## src/rtl/npu_ctrl_mc.sv

```systemverilog
// NPU control register block: host-facing registers, sequencer job queue with
// dispatch FSM, per-channel DMA registers and sticky interrupt status.
module npu_ctrl_mc #(
    parameter int NUM_CH = 2,
    parameter int QDEPTH = 4,
    parameter int ADDR_W = 6
) (
    input  logic                  clk,
    input  logic                  rst,
    input  logic [ADDR_W-1:0]     address,
    input  logic                  write,
    input  logic [31:0]           writedata,
    input  logic                  read,
    output logic [31:0]           readdata,
    output logic                  readdatavalid,
    output logic                  irq,
    output logic                  seq_start,
    output logic [1:0]            seq_mode,
    output logic [31:0]           seq_total_rows,
    input  logic                  seq_busy,
    input  logic                  seq_done,
    output logic [32*NUM_CH-1:0]  dma_rd_addr,
    output logic [32*NUM_CH-1:0]  dma_rd_len,
    output logic [32*NUM_CH-1:0]  dma_wr_addr,
    output logic [32*NUM_CH-1:0]  dma_wr_len,
    output logic [NUM_CH-1:0]     dma_rd_start,
    output logic [NUM_CH-1:0]     dma_wr_start,
    input  logic [NUM_CH-1:0]     dma_rd_busy,
    input  logic [NUM_CH-1:0]     dma_wr_busy,
    input  logic [NUM_CH-1:0]     dma_rd_done,
    input  logic [NUM_CH-1:0]     dma_wr_done
);

    localparam int PW = $clog2(QDEPTH);
    localparam int CW = PW + 1;

    localparam logic [ADDR_W-1:0] A_JOB   = ADDR_W'(0);
    localparam logic [ADDR_W-1:0] A_ROWS  = ADDR_W'(1);
    localparam logic [ADDR_W-1:0] A_ISTAT = ADDR_W'(2);
    localparam logic [ADDR_W-1:0] A_IEN   = ADDR_W'(3);
    localparam logic [ADDR_W-1:0] A_STAT  = ADDR_W'(4);
    localparam logic [ADDR_W-1:0] A_FLUSH = ADDR_W'(5);

    typedef enum logic [1:0] {S_IDLE, S_ISSUE, S_WAIT} state_t;

    typedef struct packed {
        logic [1:0]  mode;
        logic [31:0] rows;
    } job_t;

    state_t                   state_q, state_d;
    job_t [QDEPTH-1:0]        mem_q, mem_d;
    logic [PW-1:0]            wptr_q, wptr_d, rptr_q, rptr_d;
    logic [CW-1:0]            count_q, count_d;
    logic [31:0]              rows_q, rows_d;
    logic [15:0]              irq_stat_q, irq_stat_d;
    logic [15:0]              irq_en_q, irq_en_d;
    logic                     irq_q, irq_d;
    logic [31:0]              rdata_q, rdata_d;
    logic                     rvalid_q, rvalid_d;
    logic [1:0]               seq_mode_q, seq_mode_d;
    logic [31:0]              seq_rows_q, seq_rows_d;
    logic [NUM_CH-1:0][31:0]  rd_addr_q, rd_addr_d, rd_len_q, rd_len_d;
    logic [NUM_CH-1:0][31:0]  wr_addr_q, wr_addr_d, wr_len_q, wr_len_d;
    logic [NUM_CH-1:0]        rd_start_q, rd_start_d, wr_start_q, wr_start_d;

    logic [NUM_CH-1:0]        ch_hit;
    logic                     full, empty, flush, push_req, push_ok, pop;
    logic [15:0]              stat_set, stat_clr;
    logic [31:0]              status, rmux;

    // Channel c occupies words 8+8c .. 8+8c+7; absent channels never match.
    always_comb begin
        for (int c = 0; c < NUM_CH; c++)
            ch_hit[c] = (address[ADDR_W-1:3] == (ADDR_W-3)'(c + 1));
    end

    assign full     = (count_q == CW'(QDEPTH));
    assign empty    = (count_q == '0);
    assign flush    = write && (address == A_FLUSH) && writedata[0];
    assign push_req = write && (address == A_JOB) && writedata[0];
    assign pop      = (state_q == S_IDLE) && !empty && !seq_busy && !flush;
    // A pop in the same cycle frees the slot, and a flush empties the queue first.
    assign push_ok  = push_req && (flush || !full || pop);

    always_comb begin
        mem_d   = mem_q;
        wptr_d  = wptr_q + PW'(push_ok);
        rptr_d  = flush ? wptr_q : rptr_q + PW'(pop);
        count_d = flush ? CW'(push_ok) : count_q + CW'(push_ok) - CW'(pop);
        if (push_ok)
            mem_d[wptr_q] = '{mode: writedata[2:1], rows: rows_q};
    end

    always_comb begin
        state_d    = state_q;
        seq_mode_d = seq_mode_q;
        seq_rows_d = seq_rows_q;
        case (state_q)
            S_IDLE: if (pop) begin
                seq_mode_d = mem_q[rptr_q].mode;
                seq_rows_d = mem_q[rptr_q].rows;
                state_d    = S_ISSUE;
            end
            S_ISSUE: state_d = S_WAIT;
            S_WAIT:  if (seq_done) state_d = S_IDLE;
            default: state_d = S_IDLE;
        endcase
    end

    always_comb begin
        stat_set     = '0;
        stat_set[0]  = seq_done;
        stat_set[15] = push_req && !push_ok;
        for (int c = 0; c < NUM_CH; c++) begin
            stat_set[1+2*c] = dma_rd_done[c];
            stat_set[2+2*c] = dma_wr_done[c];
        end
        stat_clr   = (write && address == A_ISTAT) ? writedata[15:0] : 16'd0;
        irq_stat_d = (irq_stat_q & ~stat_clr) | stat_set;
        irq_en_d   = (write && address == A_IEN) ? writedata[15:0] : irq_en_q;
        rows_d     = (write && address == A_ROWS) ? writedata : rows_q;
        irq_d      = |(irq_stat_q & irq_en_q);
    end

    always_comb begin
        rd_addr_d = rd_addr_q;
        rd_len_d  = rd_len_q;
        wr_addr_d = wr_addr_q;
        wr_len_d  = wr_len_q;
        for (int c = 0; c < NUM_CH; c++) begin
            rd_start_d[c] = 1'b0;
            wr_start_d[c] = 1'b0;
            if (write && ch_hit[c]) begin
                case (address[2:0])
                    3'd0: rd_addr_d[c] = writedata;
                    3'd1: rd_len_d[c]  = writedata;
                    3'd2: wr_addr_d[c] = writedata;
                    3'd3: wr_len_d[c]  = writedata;
                    3'd4: begin
                        rd_start_d[c] = writedata[0] && !dma_rd_busy[c];
                        wr_start_d[c] = writedata[1] && !dma_wr_busy[c];
                    end
                    default: ;
                endcase
            end
        end
    end

    always_comb begin
        status    = '0;
        status[0] = seq_busy;
        status[1] = (state_q != S_IDLE);
        for (int c = 0; c < NUM_CH; c++) begin
            status[8+2*c] = dma_rd_busy[c];
            status[9+2*c] = dma_wr_busy[c];
        end
    end

    always_comb begin
        rmux = '0;
        case (address)
            A_JOB:   rmux = {16'd0, 8'(count_q), 5'd0, full, empty, 1'b0};
            A_ROWS:  rmux = rows_q;
            A_ISTAT: rmux = {16'd0, irq_stat_q};
            A_IEN:   rmux = {16'd0, irq_en_q};
            A_STAT:  rmux = status;
            default: begin
                for (int c = 0; c < NUM_CH; c++) begin
                    if (ch_hit[c]) begin
                        case (address[2:0])
                            3'd0: rmux = rd_addr_q[c];
                            3'd1: rmux = rd_len_q[c];
                            3'd2: rmux = wr_addr_q[c];
                            3'd3: rmux = wr_len_q[c];
                            3'd4: rmux = {28'd0, irq_stat_q[2+2*c], irq_stat_q[1+2*c],
                                          dma_wr_busy[c], dma_rd_busy[c]};
                            default: ;
                        endcase
                    end
                end
            end
        endcase
        rdata_d  = read ? rmux : 32'd0;
        rvalid_d = read;
    end

    always_ff @(posedge clk or posedge rst) begin
        if (rst) begin
            state_q    <= S_IDLE;
            mem_q      <= '0;
            wptr_q     <= '0;
            rptr_q     <= '0;
            count_q    <= '0;
            rows_q     <= '0;
            irq_stat_q <= '0;
            irq_en_q   <= '0;
            irq_q      <= 1'b0;
            rdata_q    <= '0;
            rvalid_q   <= 1'b0;
            seq_mode_q <= '0;
            seq_rows_q <= '0;
            rd_addr_q  <= '0;
            rd_len_q   <= '0;
            wr_addr_q  <= '0;
            wr_len_q   <= '0;
            rd_start_q <= '0;
            wr_start_q <= '0;
        end else begin
            state_q    <= state_d;
            mem_q      <= mem_d;
            wptr_q     <= wptr_d;
            rptr_q     <= rptr_d;
            count_q    <= count_d;
            rows_q     <= rows_d;
            irq_stat_q <= irq_stat_d;
            irq_en_q   <= irq_en_d;
            irq_q      <= irq_d;
            rdata_q    <= rdata_d;
            rvalid_q   <= rvalid_d;
            seq_mode_q <= seq_mode_d;
            seq_rows_q <= seq_rows_d;
            rd_addr_q  <= rd_addr_d;
            rd_len_q   <= rd_len_d;
            wr_addr_q  <= wr_addr_d;
            wr_len_q   <= wr_len_d;
            rd_start_q <= rd_start_d;
            wr_start_q <= wr_start_d;
        end
    end

    assign readdata       = rdata_q;
    assign readdatavalid  = rvalid_q;
    assign irq            = irq_q;
    assign seq_start      = (state_q == S_ISSUE);
    assign seq_mode       = seq_mode_q;
    assign seq_total_rows = seq_rows_q;
    assign dma_rd_addr    = rd_addr_q;
    assign dma_rd_len     = rd_len_q;
    assign dma_wr_addr    = wr_addr_q;
    assign dma_wr_len     = wr_len_q;
    assign dma_rd_start   = rd_start_q;
    assign dma_wr_start   = wr_start_q;

endmodule

```

## config.mk

```make
export PLATFORM = sky130hd
export DESIGN_NAME = npu_ctrl_mc
export DESIGN_NICKNAME = d
export VERILOG_FILES = /design/src/rtl/npu_ctrl_mc.sv
export SDC_FILE = /design/constraint.sdc
export NUM_CORES = 1
export LEC_CHECK = 0
export ABC_AREA = 0
export CORE_UTILIZATION = 45
export CTS_CLUSTER_DIAMETER = 30
export CTS_CLUSTER_SIZE = 28
export DETAILED_ROUTE_END_ITERATION = 6
export PLACE_DENSITY = 0.69
export SYNTH_ARGS = -nofsm -noshare
export SYNTH_HDL_FRONTEND = slang
export SYNTH_SLANG_ARGS = --single-unit
```

## constraint.sdc

```tcl
create_clock -name clk -period 23.7 [get_ports clk]
set_input_delay 3.555 -clock clk [delete_from_list [all_inputs] [get_ports clk]]
set_output_delay 3.555 -clock clk [all_outputs]
set_load 0.05 [all_outputs]
```

; ---- After elaboration in Yosys (flattened, before gate mapping)
; Cells that the tools add are included.
[op_classes]
mux = 25
eq_ne = 16
add_sub_neg = 4
n_reduce_logical = 46
n_bitwise = 4
n_lt_le_gt_ge = 3
[op_table]
columns = operator, count
row1 = $pmux W32 S5, 3
row2 = $bwmux W136, 1
row3 = $mux W32, 3
row4 = $bmux W34 S2, 1
row5 = $demux W34 S2, 1
row6 = $mux W34, 2
row7 = $and A16 B16 Y16, 2
row8 = $reduce_and A2 Y1, 10
row9 = $logic_and A1 B1 Y1, 19
row10 = $mux W16, 1
row11 = $not A16 Y16, 1
row12 = $or A16 B16 Y16, 1
row13 = $reduce_or A16 Y1, 1
row14 = $eq A6 B2 Y1 const B, 2
row15 = $eq A6 B3 Y1 const B, 2
row16 = $eq A3 B2 Y1 const B, 3
row17 = $logic_not A1 Y1, 9
row18 = $mux W1, 8
row19 = $eq A3 B1 Y1 const B, 2
row20 = $eq A3 B3 Y1 const B, 2
row21 = $eq A6 B1 Y1 const B, 1
row22 = $logic_not A3 Y1, 2
row23 = $logic_not A6 Y1, 1
row24 = $lt A2 B3 Y1 const B, 2
row25 = 13 further kinds, 18
[totals]
register_bits = 537
in_bits = 52
word_cells = 128

; ---- Longest topological paths before layout
; Gate-level depths: netlist of run 1.
[depth]
word_depth = 10
depth_mapped = 16
ltp_nobuf = 12

; ---- Least setup slack after synthesis of run 1
; OpenSTA, ideal clock, no wires.
[synth_path]
kind = input-to-reg
from = in address[3]
to = reg count_q[2]
t_required_ps = 23569
cell_stages = 16
n_path_buf = 4
slack_ps = 17320
arrival_time_ps = 6250
cell_sequence = buf_6 or3_4 buf_6 nor3_4 or3_1 buf_2 buf_2 inv_1 ha_1 inv_1 ha_1 inv_1 fa_1 xor2_1 xnor2_1 nor2_1
[synth_via]
elab_chain_len = 10
elab_cells_between_ends = 14
cone_classes = add/sub (2) / eq/ne (1) / mux (1) / reduce/logical (10)
[synth_lines]
columns = element, line
row1 = "start, declared", 10  ; input logic [ADDR_W-1:0] address,
row2 = $eq A6 B3 Y1, 80  ; assign flush = write && (address == A_FLUSH) && writedata[0];
row3 = $logic_and A1 B1 Y1 (2 in a row), 80
row4 = $logic_not A1 Y1, 82  ; assign pop = (state_q == S_IDLE) && !empty && !seq_busy && !flush;
row5 = $logic_and A1 B1 Y1, 82
row6 = $logic_or A1 B1 Y1, 84  ; assign push_ok = push_req && (flush || !full || pop);
row7 = $logic_and A1 B1 Y1, 84
row8 = $add A3 B1 Y3, 90  ; count_d = flush ? CW'(push_ok) : count_q + CW'(push_ok) - CW'(pop);
row9 = $sub A3 B1 Y3, 90
row10 = $mux W3 (*), 90
row11 = via count_d[2], 54  ; logic [CW-1:0] count_q, count_d;
row12 = "end signal, assigned", 214  ; count_q <= count_d;
row13 = "end, declared", 54
; The timed path passes the listed nets; every way through them passes the cells marked *.
; A chain may end at the register's enable or synchronous reset.

; ---- Worst setup path in the final report of run 1
[layout_path]
from = in write
to = reg count_q[2]
[layout_via]
elab_chain_len = 9
elab_cells_between_ends = 12
cone_classes = add/sub (2) / mux (1) / reduce/logical (9)
[layout_lines]
columns = element, line
row1 = "start, declared", 11  ; input logic write,
row2 = $logic_and A1 B1 Y1 (2 in a row), 80
row3 = $logic_not A1 Y1, 82
row4 = $logic_and A1 B1 Y1, 82
row5 = $logic_or A1 B1 Y1, 84
row6 = $logic_and A1 B1 Y1, 84
row7 = $add A3 B1 Y3, 90
row8 = $sub A3 B1 Y3, 90
row9 = $mux W3 (*), 90
row10 = via count_d[2], 54
; Marked as above.

==> results.toml, run 1 <==
[status]
run_status = "completed"

[timing]
fmaxAchievable_mhz = 144
fin_skew_ns = 0.0258
layout_min_cycle_time_ns = 6.93
grt_setup_unrepaired = "no"
total_negative_setup_slack_ns = 0
hold_violations = 0
fin_ws_ns = 16.77
setup_viol = 0
min_period_over_period = 0.292
relSlewSlack = 0.124
timing_max_transition_violations_final = 0
worstMarginPinSlew_ns = 1.31

[cts]
tritoncts = "yes"
holdBufCountCts = 0
cts_sinks = 537
post_cts.resized_instances = 0
clock_tree.htree_level_count = 3
clock_latency_late_sink_ns = 0.66
clk_path_buf_depth = 3
root_buffer = "sky130_fd_sc_hd__clkbuf_16"
cts.repair_timing.setup_buffer_count = 0
cts.clk_slew.worst_paths_ns = 0.05
cts_buffers = 117

[critical_path]
cp_data_required_time_ns = 24.22
cp_num_buf_inv = 4
startpoint_type_of_the_worst_setup_path = "primary input"
critical-path-top-cell-by-count = "sky130_fd_sc_hd__inv_1"
path_delay_family = "simple AND/OR/NAND/NOR gates"
worstPathMaxFanout = 36
worst-r2r-setup-slack_ns = 20.49
crit_type = "primary input to flip-flop"
worst_path_largest_cell_delay_ns = 0.93
worstPathArrival_ns = 7.45
crit_path_end_kind = "flip-flop"
cell_with_the_biggest_individual_delay_on_the_critical_path = "sky130_fd_sc_hd__clkdlybuf4s50_1"
path_cells = "clkdlybuf4s50_1 -> nand2_1 -> nor3_4 -> or3_2 -> inv_1 -> ha_1 -> inv_1 -> ha_1 -> inv_1 -> fa_1 -> xor2_1 -> xnor2_1 -> nor2_1"

[power]
combinationalPowerShare = 0.187
power.share.switching = 0.294
internal_power_uw = 2430
vdd.ir_drop.worst_mv = 0.0709
static-leakage-power_uw = 0.0150
net-switching-power_uw = 1020
power_density_nw_per_um2 = 107
power.share.sequential = 0.315
portion_of_total_power_attributed_to_the_clock_network = 0.497

[floorplanning]
ioPinCount = 381
num_rows = 83
chipWidth_um = 232
fp.coreArea_sq_um = 51700
dieArea_sq_um = 53700
chipHeight_um = 232
start_util = 0.459

[global_route]
grt_start_max_net_pins = 181
grt_pass1_vias = 17187
grt_first_pass_wirelength_um = 112000
initial_antenna_violation_count = 3
global_route.overflow_total = 0
gr-usage-all-layers = 0.281

[synthesis]
synth.yosys.warnings = 0
synth_edf_count = 0
synth_area_per_cell_sq_um = 15.0
yosysSeqAreaShare = 0.566
post_synth_num_cell_types = 61
syn_nets = 1644
synth_area_sq_um = 23800
synthesis.instances = 1587
ys_seq_elements = 537
synthArstFlopShare = 1.00
ys.flop_type = "sky130_fd_sc_hd__dfrtp_1"

[placed_design]
place_congestion = 0.930
dpl.hpwl_um = 49100
pre_cts_ws_ns = 16.10
dpl-instance-area_sq_um = 28100
io_buffer_count = 380

[detailed_routing]
route.detailed.vias_per_inst = 5.82
drtPass1Iterations = 6
wirelength_um = 74700
detail_route.drc_violations = 0
routed-via-count = 16132
route.antenna.remaining_nets = 0
wire_per_inst_um = 27.0
drtIter0Drc = 1089

[cells_and_area]
drive_above_1_share = 0.383
fillers = 3878
finish.instance_area_sq_um = 32300
syn_to_final_growth_pct = 36.0
nets = 2046

[flow_run]
maxCapViolations = 0

[hold_path]
min_path_type = "flip-flop to flip-flop"
## cell usage in the layout, fill, tap and decap left out, types with 8 or more instances in the layout
master,netlist,layout
sky130_fd_sc_hd__dfrtp_1,537,536
sky130_fd_sc_hd__mux2_2,434,434
sky130_fd_sc_hd__clkdlybuf4s50_1,0,378
sky130_fd_sc_hd__clkbuf_16,0,117
sky130_fd_sc_hd__mux4_2,66,66
sky130_fd_sc_hd__mux2i_1,47,47
sky130_fd_sc_hd__nand2_1,46,46
sky130_fd_sc_hd__mux2_4,40,40
sky130_fd_sc_hd__a22oi_1,34,34
sky130_fd_sc_hd__o21ai_0,27,27
sky130_fd_sc_hd__buf_4,0,27
sky130_fd_sc_hd__clkbuf_8,0,24
sky130_fd_sc_hd__a221oi_1,23,23
sky130_fd_sc_hd__o22ai_1,21,21
sky130_fd_sc_hd__clkinv_2,0,21
sky130_fd_sc_hd__nor2_1,21,20
sky130_fd_sc_hd__bufinv_16,0,20
sky130_fd_sc_hd__clkbuf_1,66,15
sky130_fd_sc_hd__nor3_1,12,12
sky130_fd_sc_hd__a21oi_1,12,12
sky130_fd_sc_hd__inv_1,12,11
sky130_fd_sc_hd__a21boi_0,10,10
sky130_fd_sc_hd__mux2_1,9,9
sky130_fd_sc_hd__nand3_2,0,8
sky130_fd_sc_hd__a21o_1,8,8
## power by group through the flow
stage | Combinational [uW] | Clock (uW) | Sequential (uW)
final | 645 | 1710 | 1090
after global routing | 676 | 1780 | 1100
after CTS | 649 | 1730 | 1090
after detailed placement | 647 | 0 | 1100
after global placement | 642 | 0 | 1090
after floorplan | 216 | 0 | 1290
## final timing paths
| kind | startpoint | end | depth (start not counted) |
|---|---|---|---|
| setup / recovery | write | count_q[2] | 13 |
| hold / removal | mem_q[37] | mem_q[37] | 1 |
| setup reg to reg | state_q[1] | count_q[2] | 11 |
| hold reg to reg | mem_q[37] | mem_q[37] | 1 |
| max in group asynchronous | rst | dma_rd_len[22] | 4 |
| min in group asynchronous | rst | seq_total_rows[1] | 2 |
## kinds of logic (layout without fill, tap and decap cells)
family | count (synthesis) | count (layout) | synth area share
buf+inv | 135 | 637 | 0.0285
fa+ha+maj | 5 | 5 | 0.00295
flops | 537 | 537 | 0.566
mux | 596 | 596 | 0.318
xor+xnor | 4 | 4 | 0.00148
other cells | 0 | 2 | 0
simple gates | 137 | 137 | 0.0311
compound gates | 173 | 173 | 0.0525
## synth_stat cells (all sizes together), types with 3 or more instances
cell | count | area, sq um
a211oi | 3 | 22.5
a21boi | 10 | 75.1
a21o | 8 | 60.1
a21oi | 12 | 60.1
a221o | 7 | 70.1
a221oi | 23 | 201
a22o | 7 | 61.3
a22oi | 34 | 255
a31oi | 3 | 18.8
and3 | 3 | 23.8
buf | 57 | 384
clkbuf | 66 | 248
dfrtp | 537 | 13400
ha | 4 | 50.1
inv | 12 | 45.0
mux2 | 483 | 5590
mux2i | 47 | 470
mux4 | 66 | 1490
nand2 | 47 | 179
nand2b | 3 | 18.8
nand3 | 13 | 65.1
nand3b | 4 | 55.1
nor2 | 21 | 78.8
nor2b | 6 | 37.5
nor3 | 15 | 96.4
nor4 | 6 | 43.8
o21a | 4 | 30.0
o21ai | 27 | 135
o22ai | 21 | 131
o2bb2ai | 4 | 35.0
or2 | 3 | 18.8
or3 | 3 | 23.8
## cell type report
type                       instances  area (sq um)  share of cell area
inverter                          12          52.6             0.00163
antenna                            2          5.00            0.000155
clock inverter                    63           931              0.0288
tap                              680           851              0.0263
timing repair buffer             406          4010               0.124
clock buffer                     156          3310               0.103
multi-input combinational        915          9710               0.300
sequential                       537         13400               0.416
## worst register-to-register path, cell delays in order (launching register included)
cell and delay [ns]:
sky130_fd_sc_hd__dfrtp_1 0.42, sky130_fd_sc_hd__or3_1 0.40, sky130_fd_sc_hd__or3_2 0.81, sky130_fd_sc_hd__inv_1 0.21
sky130_fd_sc_hd__ha_1 0.25, sky130_fd_sc_hd__inv_1 0.06, sky130_fd_sc_hd__ha_1 0.13, sky130_fd_sc_hd__inv_1 0.05
sky130_fd_sc_hd__fa_1 0.40, sky130_fd_sc_hd__xor2_1 0.16, sky130_fd_sc_hd__xnor2_1 0.15, sky130_fd_sc_hd__nor2_1 0.06
## metrics by stage
stage               total power [uW]  std cells  hold WS (ns)   util
floorplan                       1500       1587         0.459      -
global placement                1740       2550         0.469  0.543
detailed placement              1740       2550         0.477  0.543
CTS                             3470       2769         0.492  0.625
global route                    3550       2770         0.513  0.625
finish                          3450       2771         0.488  0.625
## registers in the layout, indices dropped and copies added, names as in the netlist, 16 cells and up
name,cells
dma_rd_addr,64
dma_rd_len,64
dma_wr_addr,64
dma_wr_len,64
irq_en_q,16
irq_stat_q,16
mem_q,136
readdata,32
rows_q,32
seq_total_rows,32
## routing by layer
layer  part of all wire  vias to the layer above  global-route usage
li1                   -                     6779                   -
met1               0.42                     8529               0.374
met2               0.46                      665               0.423
met3              0.085                      159              0.0871
met4              0.038                        0               0.125
met5                  0                        -                   0
Note: power is estimated with default switching activity, not from simulation.
==> run 2, diff against run 1 <==
- clock period: 23.7 -> 6.6 ns (I/O delays scaled with it)
==> run 2 against run 1 <==
Die area did not move. Cell count rose by 0.29%. Combinational power rose to 3.6 times the previous value. Critical path type unchanged.
==> results.toml, run 2 (same netlist as run 1, synthesis figures left out) <==
[power]
power_density_nw_per_um2 = 384
vdd.ir_drop.worst_mv = 0.211
static-leakage-power_uw = 0.0150

[cts]
cts_sinks = 537
clock_latency_late_sink_ns = 0.65
cts_buffers = 119
cts.repair_timing.setup_buffer_count = 0
clk_path_buf_depth = 3
holdBufCountCts = 0
clock_tree.htree_level_count = 3
tritoncts = "yes"
cts.clk_slew.worst_paths_ns = 0.05
post_cts.resized_instances = 0
root_buffer = "sky130_fd_sc_hd__clkbuf_16"

[critical_path]
crit_type = "primary input to flip-flop"
worst_path_largest_cell_delay_ns = 0.90
crit_path_end_kind = "flip-flop"
worstRegToRegCells = 12
crit_start = "write"
cell_with_the_biggest_individual_delay_on_the_critical_path = "sky130_fd_sc_hd__clkdlybuf4s50_1"
worstPathArrival_ns = 4.71
path_cells = "clkdlybuf4s50_1 -> nand2_1 -> nor3_4 -> or3_2 -> buf_4 -> inv_1 -> ha_1 -> inv_1 -> ha_1 -> inv_1 -> fa_1 -> xor2_1 -> xnor2_1 -> nor2_1"
worst-r2r-setup-slack_ns = 3.46
reg2reg_to = "count_q[2]"
regToRegStartpoint = "state_q[1]"
cp_num_buf_inv = 5
cp_data_required_time_ns = 7.12
worstPathMaxFanout = 36
startpoint_type_of_the_worst_setup_path = "primary input"
path_delay_family = "buffers and inverters"
worst_setup_path_endpoint = "count_q[2]"
critical-path-top-cell-by-count = "sky130_fd_sc_hd__inv_1"
path_depth = 14

[cells_and_area]
largest_register = "mem_q"
layout.core_utilization = 0.627
final_common_cell = "sky130_fd_sc_hd__dfrtp_1"
syn_to_final_growth_pct = 36.5
nets = 2049
fillers = 3875
mostFrequentLayoutCells = "536 x sky130_fd_sc_hd__dfrtp_1, 434 x sky130_fd_sc_hd__mux2_2, 378 x sky130_fd_sc_hd__clkdlybuf4s50_1"
largest_reg_flops = 136
drive_above_1_share = 0.387

[placed_design]
dpl.hpwl_um = 49600
place_congestion = 0.925
pre_cts_ws_ns = 1.80
io_buffer_count = 380

[timing]
min_period_over_period = 0.635
timing_max_transition_violations_final = 0
worstMarginPinSlew_ns = 1.29
hold_slack_ns = 0.490
grt_setup_unrepaired = "no"
setup_viol = 0
total_negative_setup_slack_ns = 0
layout_min_cycle_time_ns = 4.19
fin_skew_ns = 0.0159
fmaxAchievable_mhz = 239
fin_ws_ns = 2.41
hold_violations = 0
relSlewSlack = 0.143

[hold_path]
min_path_type = "flip-flop to flip-flop"

[global_route]
grt_pass1_vias = 17228
global_route.overflow_total = 0
grt_first_pass_wirelength_um = 113000
gr-usage-all-layers = 0.285
initial_antenna_violation_count = 4
grt_start_max_net_pins = 155

[detailed_routing]
routed-via-count = 16083
drtPass1Iterations = 5
drtIter0Drc = 1056
route.antenna.remaining_nets = 0
route.detailed.vias_per_inst = 5.79
wirelength_um = 75100
detail_route.drc_violations = 0
wire_per_inst_um = 27.0

[floorplanning]
ioPinCount = 381
fp.coreArea_sq_um = 51700
start_util = 0.459
num_rows = 83
chipWidth_um = 232
chipHeight_um = 232
dieArea_sq_um = 53700

[flow_run]
maxCapViolations = 0

[status]
run_status = "completed"
run 2: cell types whose count changed in the layout (fill, tap and decap cells not counted), sizes merged:
cell	before	now
clkbuf	156	149
clkinvlp	7	12
inv	17	22
clkinv	31	35
buf	28	29
bufinv	20	19
diode	2	3
run 2: area by class of cell:
| class | instances | area, sq um | share of cell area |
|---|---|---|---|
| Inverter | 12 | 48.8 | 0.00151 |
| Clock inverter | 76 | 1000 | 0.0310 |
| Clock buffer | 149 | 3300 | 0.102 |
| Sequential cell | 537 | 13400 | 0.415 |
| Tap cell | 680 | 851 | 0.0262 |
| Antenna cell | 3 | 7.51 | 0.000232 |
| Timing Repair Buffer | 407 | 4050 | 0.125 |
| Multi-Input combinational cell | 915 | 9710 | 0.300 |
run 2: routing by layer:
| metal | vias up | share of wire | global-route usage |
|---|---|---|---|
| met4 | 0 | 0.044 | 0.143 |
| met5 | - | 0 | 0 |
| met3 | 160 | 0.074 | 0.0787 |
| met2 | 609 | 0.46 | 0.428 |
| li1 | 6812 | - | - |
| met1 | 8502 | 0.42 | 0.379 |
run 2: per-stage QoR:
stage | area, sq um | instances | total power [uW]
finish | 32400 | 2779 | 12500
global placement | 28100 | 2551 | 6240
floorplan | 23800 | 1587 | 5400
detailed placement | 28100 | 2551 | 6280
global route | 32400 | 2779 | 12900
CTS | 32400 | 2776 | 12500
run 2: worst min-delay path by stage:
| stage | start | to | depth (start not counted) |
|---|---|---|---|
| floorplan | mem_q[35] | mem_q[35] | 1 |
| global placement | mem_q[61] | mem_q[61] | 1 |
| detailed placement | mem_q[61] | mem_q[61] | 1 |
| CTS | mem_q[62] | mem_q[62] | 1 |
| global route | mem_q[119] | mem_q[119] | 1 |
| finish | mem_q[43] | mem_q[43] | 1 |
run 2: power by group:
| group | internal (uW) | switching, uW |
|---|---|---|
| registers | 3600 | 319 |
| logic | 861 | 1460 |
| clock network | 4280 | 1930 |
